$ cat src/rtl/ddr_ca_lane_delay_ctrl.sv
// ddr_ca_lane_delay_ctrl
// Sequences the dynamic output delay lines of a group of DDR command/address
// IOD lanes. Training logic posts per-lane adjust requests over valid/ready.
// The controller pulses MOVE/DIRECTION/LOAD on the selected lane, keeps a
// shadow tap count per lane, enforces the tap range and settle time, and
// returns a one-cycle status response.
//
// Ports:
//   FAB_CLK, ARST_N          clock, async active-low reset
//   REQ_VALID/READY          request handshake
//   REQ_LANE/OP/STEPS        lane, op (00 inc, 01 dec, 10 load, 11 set), steps/target
//   RSP_VALID/STATUS/TAPS    response strobe, status (00 ok, 01 clip, 10 oor, 11 bad lane), taps
//   BUSY                     high whenever not idle
//   DELAY_LINE_*             per-lane IOD delay-line controls / out-of-range flag
//   TAP_COUNT                shadow tap counts, lane i at [i*TAP_W +: TAP_W]
//
// state         | meaning
// --------------+-----------------------------------------------------
// INIT_LOAD     | after reset: one LOAD pulse on all lanes
// INIT_SETTLE   | settle after the initial load
// IDLE          | ready for a request
// DIR           | direction driven on the lane ahead of the first move
// MOVE          | one-cycle move pulse
// SETTLE        | settle after a move; out-of-range sampled on last cycle
// LOAD          | one-cycle load pulse on the lane
// LSETTLE       | settle after a lane load
// RESP          | one-cycle response strobe
module ddr_ca_lane_delay_ctrl #(
  parameter int NUM_LANES     = 8,
  parameter int LANE_W        = 3,
  parameter int TAP_W         = 8,
  parameter int MAX_TAP       = 255,
  parameter int LOAD_TAP      = 1,
  parameter int SETTLE_CYCLES = 4
) (
  input  logic                         FAB_CLK,
  input  logic                         ARST_N,
  input  logic                         REQ_VALID,
  output logic                         REQ_READY,
  input  logic [LANE_W-1:0]            REQ_LANE,
  input  logic [1:0]                   REQ_OP,
  input  logic [TAP_W-1:0]             REQ_STEPS,
  output logic                         RSP_VALID,
  output logic [1:0]                   RSP_STATUS,
  output logic [TAP_W-1:0]             RSP_TAPS,
  output logic                         BUSY,
  output logic [NUM_LANES-1:0]         DELAY_LINE_MOVE,
  output logic [NUM_LANES-1:0]         DELAY_LINE_DIRECTION,
  output logic [NUM_LANES-1:0]         DELAY_LINE_LOAD,
  input  logic [NUM_LANES-1:0]         DELAY_LINE_OUT_OF_RANGE,
  output logic [NUM_LANES*TAP_W-1:0]   TAP_COUNT
);

  localparam int CNT_W = (SETTLE_CYCLES > 1) ? $clog2(SETTLE_CYCLES) : 1;
  localparam logic [CNT_W-1:0] SETTLE_LAST = CNT_W'(SETTLE_CYCLES - 1);
  localparam logic [TAP_W-1:0] MAX_T  = TAP_W'(MAX_TAP);
  localparam logic [TAP_W-1:0] LOAD_T = TAP_W'(LOAD_TAP);
  localparam logic [1:0] OP_INC  = 2'b00;
  localparam logic [1:0] OP_DEC  = 2'b01;
  localparam logic [1:0] OP_LOAD = 2'b10;
  localparam logic [1:0] OP_SET  = 2'b11;

  typedef enum logic [3:0] {
    S_INIT_LOAD, S_INIT_SETTLE, S_IDLE, S_DIR, S_MOVE,
    S_SETTLE, S_LOAD, S_LSETTLE, S_RESP
  } state_t;

  state_t state, next_state;

  logic [TAP_W-1:0]     taps [NUM_LANES];
  logic [LANE_W-1:0]    lane_q;
  logic                 dir_q;
  logic [TAP_W-1:0]     steps_q;
  logic [CNT_W-1:0]     cnt_q;
  logic                 clip_q, oor_q, bad_q;
  logic                 init_pulse;

  logic [NUM_LANES-1:0] req_oh, lane_oh;
  logic [TAP_W-1:0]     req_tap, sel_tap;
  logic                 lane_ok;
  logic                 acc_dir, acc_clip, acc_at_limit;
  logic [TAP_W-1:0]     acc_steps, target;
  logic [TAP_W-1:0]     step_tap;
  logic                 step_at_limit, oor_hit, settle_done;

  // Lane decode by compare loop so an index beyond NUM_LANES simply matches nothing.
  always_comb begin
    req_oh  = '0;
    lane_oh = '0;
    req_tap = '0;
    sel_tap = '0;
    for (int i = 0; i < NUM_LANES; i++) begin
      if (REQ_LANE == LANE_W'(i)) begin
        req_oh[i] = 1'b1;
        req_tap   = taps[i];
      end
      if (lane_q == LANE_W'(i)) begin
        lane_oh[i] = 1'b1;
        sel_tap    = taps[i];
      end
    end
  end

  assign lane_ok = |req_oh;

  // Set-absolute is converted to an inc/dec of |target - current| steps.
  always_comb begin
    acc_dir   = 1'b1;
    acc_steps = REQ_STEPS;
    acc_clip  = 1'b0;
    target    = REQ_STEPS;
    case (REQ_OP)
      OP_INC: acc_dir = 1'b1;
      OP_DEC: acc_dir = 1'b0;
      OP_SET: begin
        if (REQ_STEPS > MAX_T) begin
          target   = MAX_T;
          acc_clip = 1'b1;
        end
        acc_dir   = (target > req_tap);
        acc_steps = acc_dir ? (target - req_tap) : (req_tap - target);
      end
      default: ;
    endcase
    acc_at_limit = acc_dir ? (req_tap >= MAX_T) : (req_tap == '0);
  end

  assign step_tap      = dir_q ? (sel_tap + 1'b1) : (sel_tap - 1'b1);
  assign step_at_limit = dir_q ? (step_tap >= MAX_T) : (step_tap == '0);
  assign oor_hit       = |(DELAY_LINE_OUT_OF_RANGE & lane_oh);
  assign settle_done   = (cnt_q == '0);

  always_ff @(posedge FAB_CLK or negedge ARST_N) begin
    if (!ARST_N) state <= S_INIT_LOAD;
    else         state <= next_state;
  end

  always_comb begin
    next_state = state;
    case (state)
      // Wait one cycle so the init LOAD pulse is registered clear of reset.
      S_INIT_LOAD:   if (init_pulse) next_state = S_INIT_SETTLE;
      S_INIT_SETTLE: if (settle_done) next_state = S_IDLE;
      S_IDLE: begin
        if (REQ_VALID) begin
          if (!lane_ok)                                next_state = S_RESP;
          else if (REQ_OP == OP_LOAD)                  next_state = S_LOAD;
          else if (acc_steps == '0 || acc_at_limit)    next_state = S_RESP;
          else                                         next_state = S_DIR;
        end
      end
      S_DIR:   next_state = S_MOVE;
      S_MOVE:  next_state = S_SETTLE;
      S_SETTLE: begin
        if (settle_done) begin
          if (oor_hit || steps_q == TAP_W'(1) || step_at_limit) next_state = S_RESP;
          else                                                   next_state = S_MOVE;
        end
      end
      S_LOAD:    next_state = S_LSETTLE;
      S_LSETTLE: if (settle_done) next_state = S_RESP;
      S_RESP:    next_state = S_IDLE;
      default:   next_state = S_INIT_LOAD;
    endcase
  end

  always_ff @(posedge FAB_CLK or negedge ARST_N) begin
    if (!ARST_N) begin
      init_pulse <= 1'b0;
      lane_q     <= '0;
      dir_q      <= 1'b0;
      steps_q    <= '0;
      cnt_q      <= '0;
      clip_q     <= 1'b0;
      oor_q      <= 1'b0;
      bad_q      <= 1'b0;
      for (int i = 0; i < NUM_LANES; i++) taps[i] <= LOAD_T;
    end else begin
      init_pulse <= (state == S_INIT_LOAD) && !init_pulse;

      case (state)
        S_INIT_LOAD, S_MOVE, S_LOAD:       cnt_q <= SETTLE_LAST;
        S_INIT_SETTLE, S_SETTLE, S_LSETTLE: if (!settle_done) cnt_q <= cnt_q - 1'b1;
        default: ;
      endcase

      if (state == S_IDLE && REQ_VALID) begin
        lane_q  <= REQ_LANE;
        dir_q   <= acc_dir;
        steps_q <= acc_steps;
        bad_q   <= !lane_ok;
        oor_q   <= 1'b0;
        clip_q  <= acc_clip || (acc_steps != '0 && acc_at_limit);
      end

      if (state == S_SETTLE && settle_done) begin
        if (oor_hit) begin
          oor_q <= 1'b1;
        end else begin
          steps_q <= steps_q - 1'b1;
          for (int i = 0; i < NUM_LANES; i++)
            if (lane_oh[i]) taps[i] <= step_tap;
          // Running into the limit with steps still pending is a clip.
          if (steps_q != TAP_W'(1) && step_at_limit) clip_q <= 1'b1;
        end
      end

      if (state == S_LOAD) begin
        for (int i = 0; i < NUM_LANES; i++)
          if (lane_oh[i]) taps[i] <= LOAD_T;
      end
    end
  end

  always_comb begin
    REQ_READY  = (state == S_IDLE);
    BUSY       = (state != S_IDLE);
    RSP_VALID  = (state == S_RESP);
    RSP_STATUS = 2'b00;
    RSP_TAPS   = '0;
    if (state == S_RESP) begin
      RSP_STATUS = bad_q ? 2'b11 : (oor_q ? 2'b10 : (clip_q ? 2'b01 : 2'b00));
      RSP_TAPS   = sel_tap;
    end
    DELAY_LINE_MOVE      = (state == S_MOVE) ? lane_oh : '0;
    DELAY_LINE_DIRECTION = ((state == S_DIR || state == S_MOVE || state == S_SETTLE) && dir_q)
                           ? lane_oh : '0;
    DELAY_LINE_LOAD      = ((state == S_LOAD) ? lane_oh : '0) | {NUM_LANES{init_pulse}};
    TAP_COUNT = '0;
    for (int i = 0; i < NUM_LANES; i++) TAP_COUNT[i*TAP_W +: TAP_W] = taps[i];
  end

endmodule

$ cat config.mk
export PLATFORM = sky130hd
export DESIGN_NAME = ddr_ca_lane_delay_ctrl
export DESIGN_NICKNAME = d
export VERILOG_FILES = /design/src/rtl/ddr_ca_lane_delay_ctrl.sv
export SDC_FILE = /design/constraint.sdc
export NUM_CORES = 1
export LEC_CHECK = 0
export ABC_AREA = 1
export BUFFER_PORTS_ARGS = -buffer_cell sky130_fd_sc_hd__buf_2
export CAP_MARGIN = 20
export CORE_ASPECT_RATIO = 0.7
export CORE_MARGIN = 1
export CORE_UTILIZATION = 57
export DETAILED_ROUTE_END_ITERATION = 12
export GPL_ROUTABILITY_DRIVEN = 0
export MAX_ROUTING_LAYER = met4
export PLACE_DENSITY = 0.82
export SLEW_MARGIN = 20
export SYNTH_ARGS = -nofsm -noshare
export SYNTH_HDL_FRONTEND = slang
export SYNTH_SLANG_ARGS = --single-unit
$ cat constraint.sdc
create_clock -name FAB_CLK -period 4 [get_ports FAB_CLK]
set_input_delay 0.6 -clock FAB_CLK [delete_from_list [all_inputs] [get_ports FAB_CLK]]
set_output_delay 0.6 -clock FAB_CLK [all_outputs]
set_load 0.1 [all_outputs]
==> results.sh <==
export IMPL_outcome="finished clean"
export IMPL_grt_start_max_net_pins=58
export IMPL_startpoint_type="register"
export IMPL_cts_buffers=9
export IMPL_synthSimpleGateAreaFrac_pct=29.97
export IMPL_grt_usage_pct=42.11
export IMPL_fin_worst_skew_ns=0.008751
export IMPL_finalMaxSlewViolations=0
export IMPL_fp_dieW_microns=128.5
export IMPL_wl_microns=23250
export IMPL_mostFrequentLayoutCells="nand2_1, inv_1, buf_2, nor2_1, dfrtp_1"
export IMPL_clkSinkCount=86
export IMPL_placement_rows=31
export IMPL_maxCapViolations=0
export IMPL_worstSetupEndpointType="register"
export IMPL_port_buffers=124
export IMPL_critPathArrivalTime_ns=4.07
export IMPL_cp_max_fo=7
export IMPL_layout_drive_gt1_share_pct=21.55
export IMPL_postSynthCellCount=926
export IMPL_ctsLongestPathBuffers=2
export IMPL_cp_required_ns=4.25
export IMPL_ys_seq_elements=86
export IMPL_nets=1129
export IMPL_clk_latency_ns=0.34
export IMPL_drt_initial_drc_count=1268
export IMPL_wl_per_cell_microns=18.92
export IMPL_synth_xor_area_share_pct=2.058
export IMPL_synth_flop_cell="dfrtp_1"
export IMPL_final_common_cell="nand2_1"
export IMPL_synth_top_area_share_pct=30.58
export IMPL_cts_max_level=3
export IMPL_hp_class="input pin to async pin"
export IMPL_ys_async_sr_fraction_pct=100.0
export IMPL_area_growth_pct=20.85
export IMPL_fin_util_pct=72.59
export IMPL_vias=7489
export IMPL_ioPinCount=125
export IMPL_avgSynthCellArea_sq_um=6.894
export IMPL_synthMuxAreaShare_pct=0
export IMPL_crit_start="lane_q[0]"
export IMPL_drc=0
export IMPL_overflow=0
export IMPL_ys_warn_count=0
export IMPL_setup_viol=0
export IMPL_yosysTopAreaCell="dfrtp_1"
export IMPL_r2r_slack_ns=0.18
export IMPL_hpwl_microns=17830
export IMPL_first_pass_iters=8
export IMPL_synth_nets=979
export IMPL_slew_headroom_pct=37.85
export IMPL_timing_fmax_ghz=0.2614
export IMPL_yosysSeqAreaShare_pct=33.87
export IMPL_synth_area_top_cells="dfrtp_1, nand2_1, inv_1"
export IMPL_grt_pass1_vias=6597
export IMPL_r2r_start="lane_q[0]"
export IMPL_worst_r2r_cell_count=17
export IMPL_synth_compound_area_share_pct=18.25
export IMPL_antenna_found_initial=0
export IMPL_cts_tree="built"
export IMPL_hold_buffers=0
export IMPL_tightest_slew_ns=0.9260
export IMPL_synthDistinctLibCells=50
export IMPL_initial_core_util_pct=60.07
export IMPL_hold_viol_final=0
export IMPL_finalCritPeriodShare_pct=95.62
export IMPL_ant_nets=0
export IMPL_fin_crit_ns=3.825
export IMPL_clk_pin_slew_worst_paths_ns=0.07
export IMPL_netlist_area_sq_um=6384
export IMPL_grt_pass1_wl_microns=35920
export IMPL_synth_adder_area_share_pct=6.037
export IMPL_via_per_inst=6.094
export IMPL_synth_top_family_by_area="simple AND/OR/NAND/NOR gates"
export IMPL_root_buffer="clkbuf_16"
export IMPL_synth_edf_count=0
export IMPL_die_area_sq_um=11630
export IMPL_path_class="register to register"
export IMPL_dieHeight_microns=90.54
export IMPL_design_core_area_sq_um=10630
export IMPL_n_antenna_cell=0
## metal layers
layer	track usage, %	vias up	wire [microns]
met1	58.99	3356	9302
met4	12.84	0	751
li1	-	3382	-
met5	-	-	0
met2	53.92	672	9037
met3	18.01	79	4161
## cells by family after synthesis
| logic type | after synthesis |
|---|---|
| AND/OR/NAND/NOR | 443 |
| AO/OA/AOI/OAI | 190 |
| buffers and inverters | 163 |
| flip-flops | 86 |
| adder cells (fa/ha/maj) | 29 |
| XOR/XNOR | 15 |
## how the worst min path moves through the flow
stage / slack [ns] / depth (start not counted) / endpoint / startpoint
6_report: 0.30 / 1 / async pin / ARST_N
5_1_grt: 0.36 / 1 / async pin / ARST_N
4_1_cts: 0.34 / 1 / async pin / ARST_N
3_5_place_dp: 0.44 / 1 / init_pulse / init_pulse
3_3_place_gp: 0.43 / 1 / init_pulse / init_pulse
2_1_floorplan: 0.30 / 0 / async pin / ARST_N
## metrics by stage
step           worst slack [ns]  setup TNS [ns]  cell area (sq um)  instances  hold WS (ns)
2_1_floorplan           0.08936               0               6391        926        0.3044
3_3_place_gp           -0.08603         -0.2091               7367       1211        0.4311
3_5_place_dp            -0.1554         -0.4679               7367       1211        0.4351
4_1_cts                  0.2129               0               7672       1227        0.3442
5_1_grt                -0.02691        -0.05276               7715       1229        0.3637
6_report                 0.1752               0               7715       1229        0.3031
## synth_stat cells, types with 2 or more instances
cell,n
nor2_4,2
a32oi_1,5
nand4_1,16
buf_1,2
o21bai_1,5
a221oi_1,6
o211ai_1,9
and2_1,5
o21ai_1,17
o221ai_1,5
or2_2,3
inv_1,129
fa_1,3
a31oi_1,6
dfrtp_1,78
nand2_2,3
nor2_2,6
inv_2,11
ha_1,26
o22ai_1,40
a22o_1,2
nand3_2,3
nor3_1,13
nand2_1,225
xor2_1,14
nor2_1,106
buf_2,7
dfstp_2,8
nand3_1,54
o21ai_0,44
a22oi_1,3
nor3_2,5
clkbuf_1,12
a21oi_1,37
## final cells by class
| type | count | area [sq um] |
|---|---|---|
| well taps | 148 | 185.2 |
| flip-flops and latches | 86 | 2162 |
| clock inverters | 7 | 80.08 |
| inverters | 141 | 531.8 |
| clock buffers | 9 | 225.2 |
| fillers | 900 | 2913 |
| multi-input cells | 677 | 3630 |
| repair buffers | 161 | 900.9 |
## worst max-delay path, stage by stage (launching register included)
cell,delay (ns)
dfrtp_1,0.47
inv_2,0.10
nor3_2,0.32
inv_1,0.11
buf_4,0.18
o221ai_1,0.31
a221oi_1,0.20
a32oi_2,0.31
ha_1,0.34
nand2_1,0.10
nand2_1,0.09
a21oi_1,0.15
nor2_1,0.06
nor2_1,0.19
nand3_1,0.11
nand2_1,0.10
nand2_1,0.31
o22ai_1,0.30
## timing repair
action | CTS | global route
endpoints found under the setup margin | 0 | 9
resized for setup | 0 | 13
setup buffers | 0 | 2
Power is left out: the tool's default activity adds up to more than one toggle a clock period on the data nets, which glitch-free logic cannot reach.
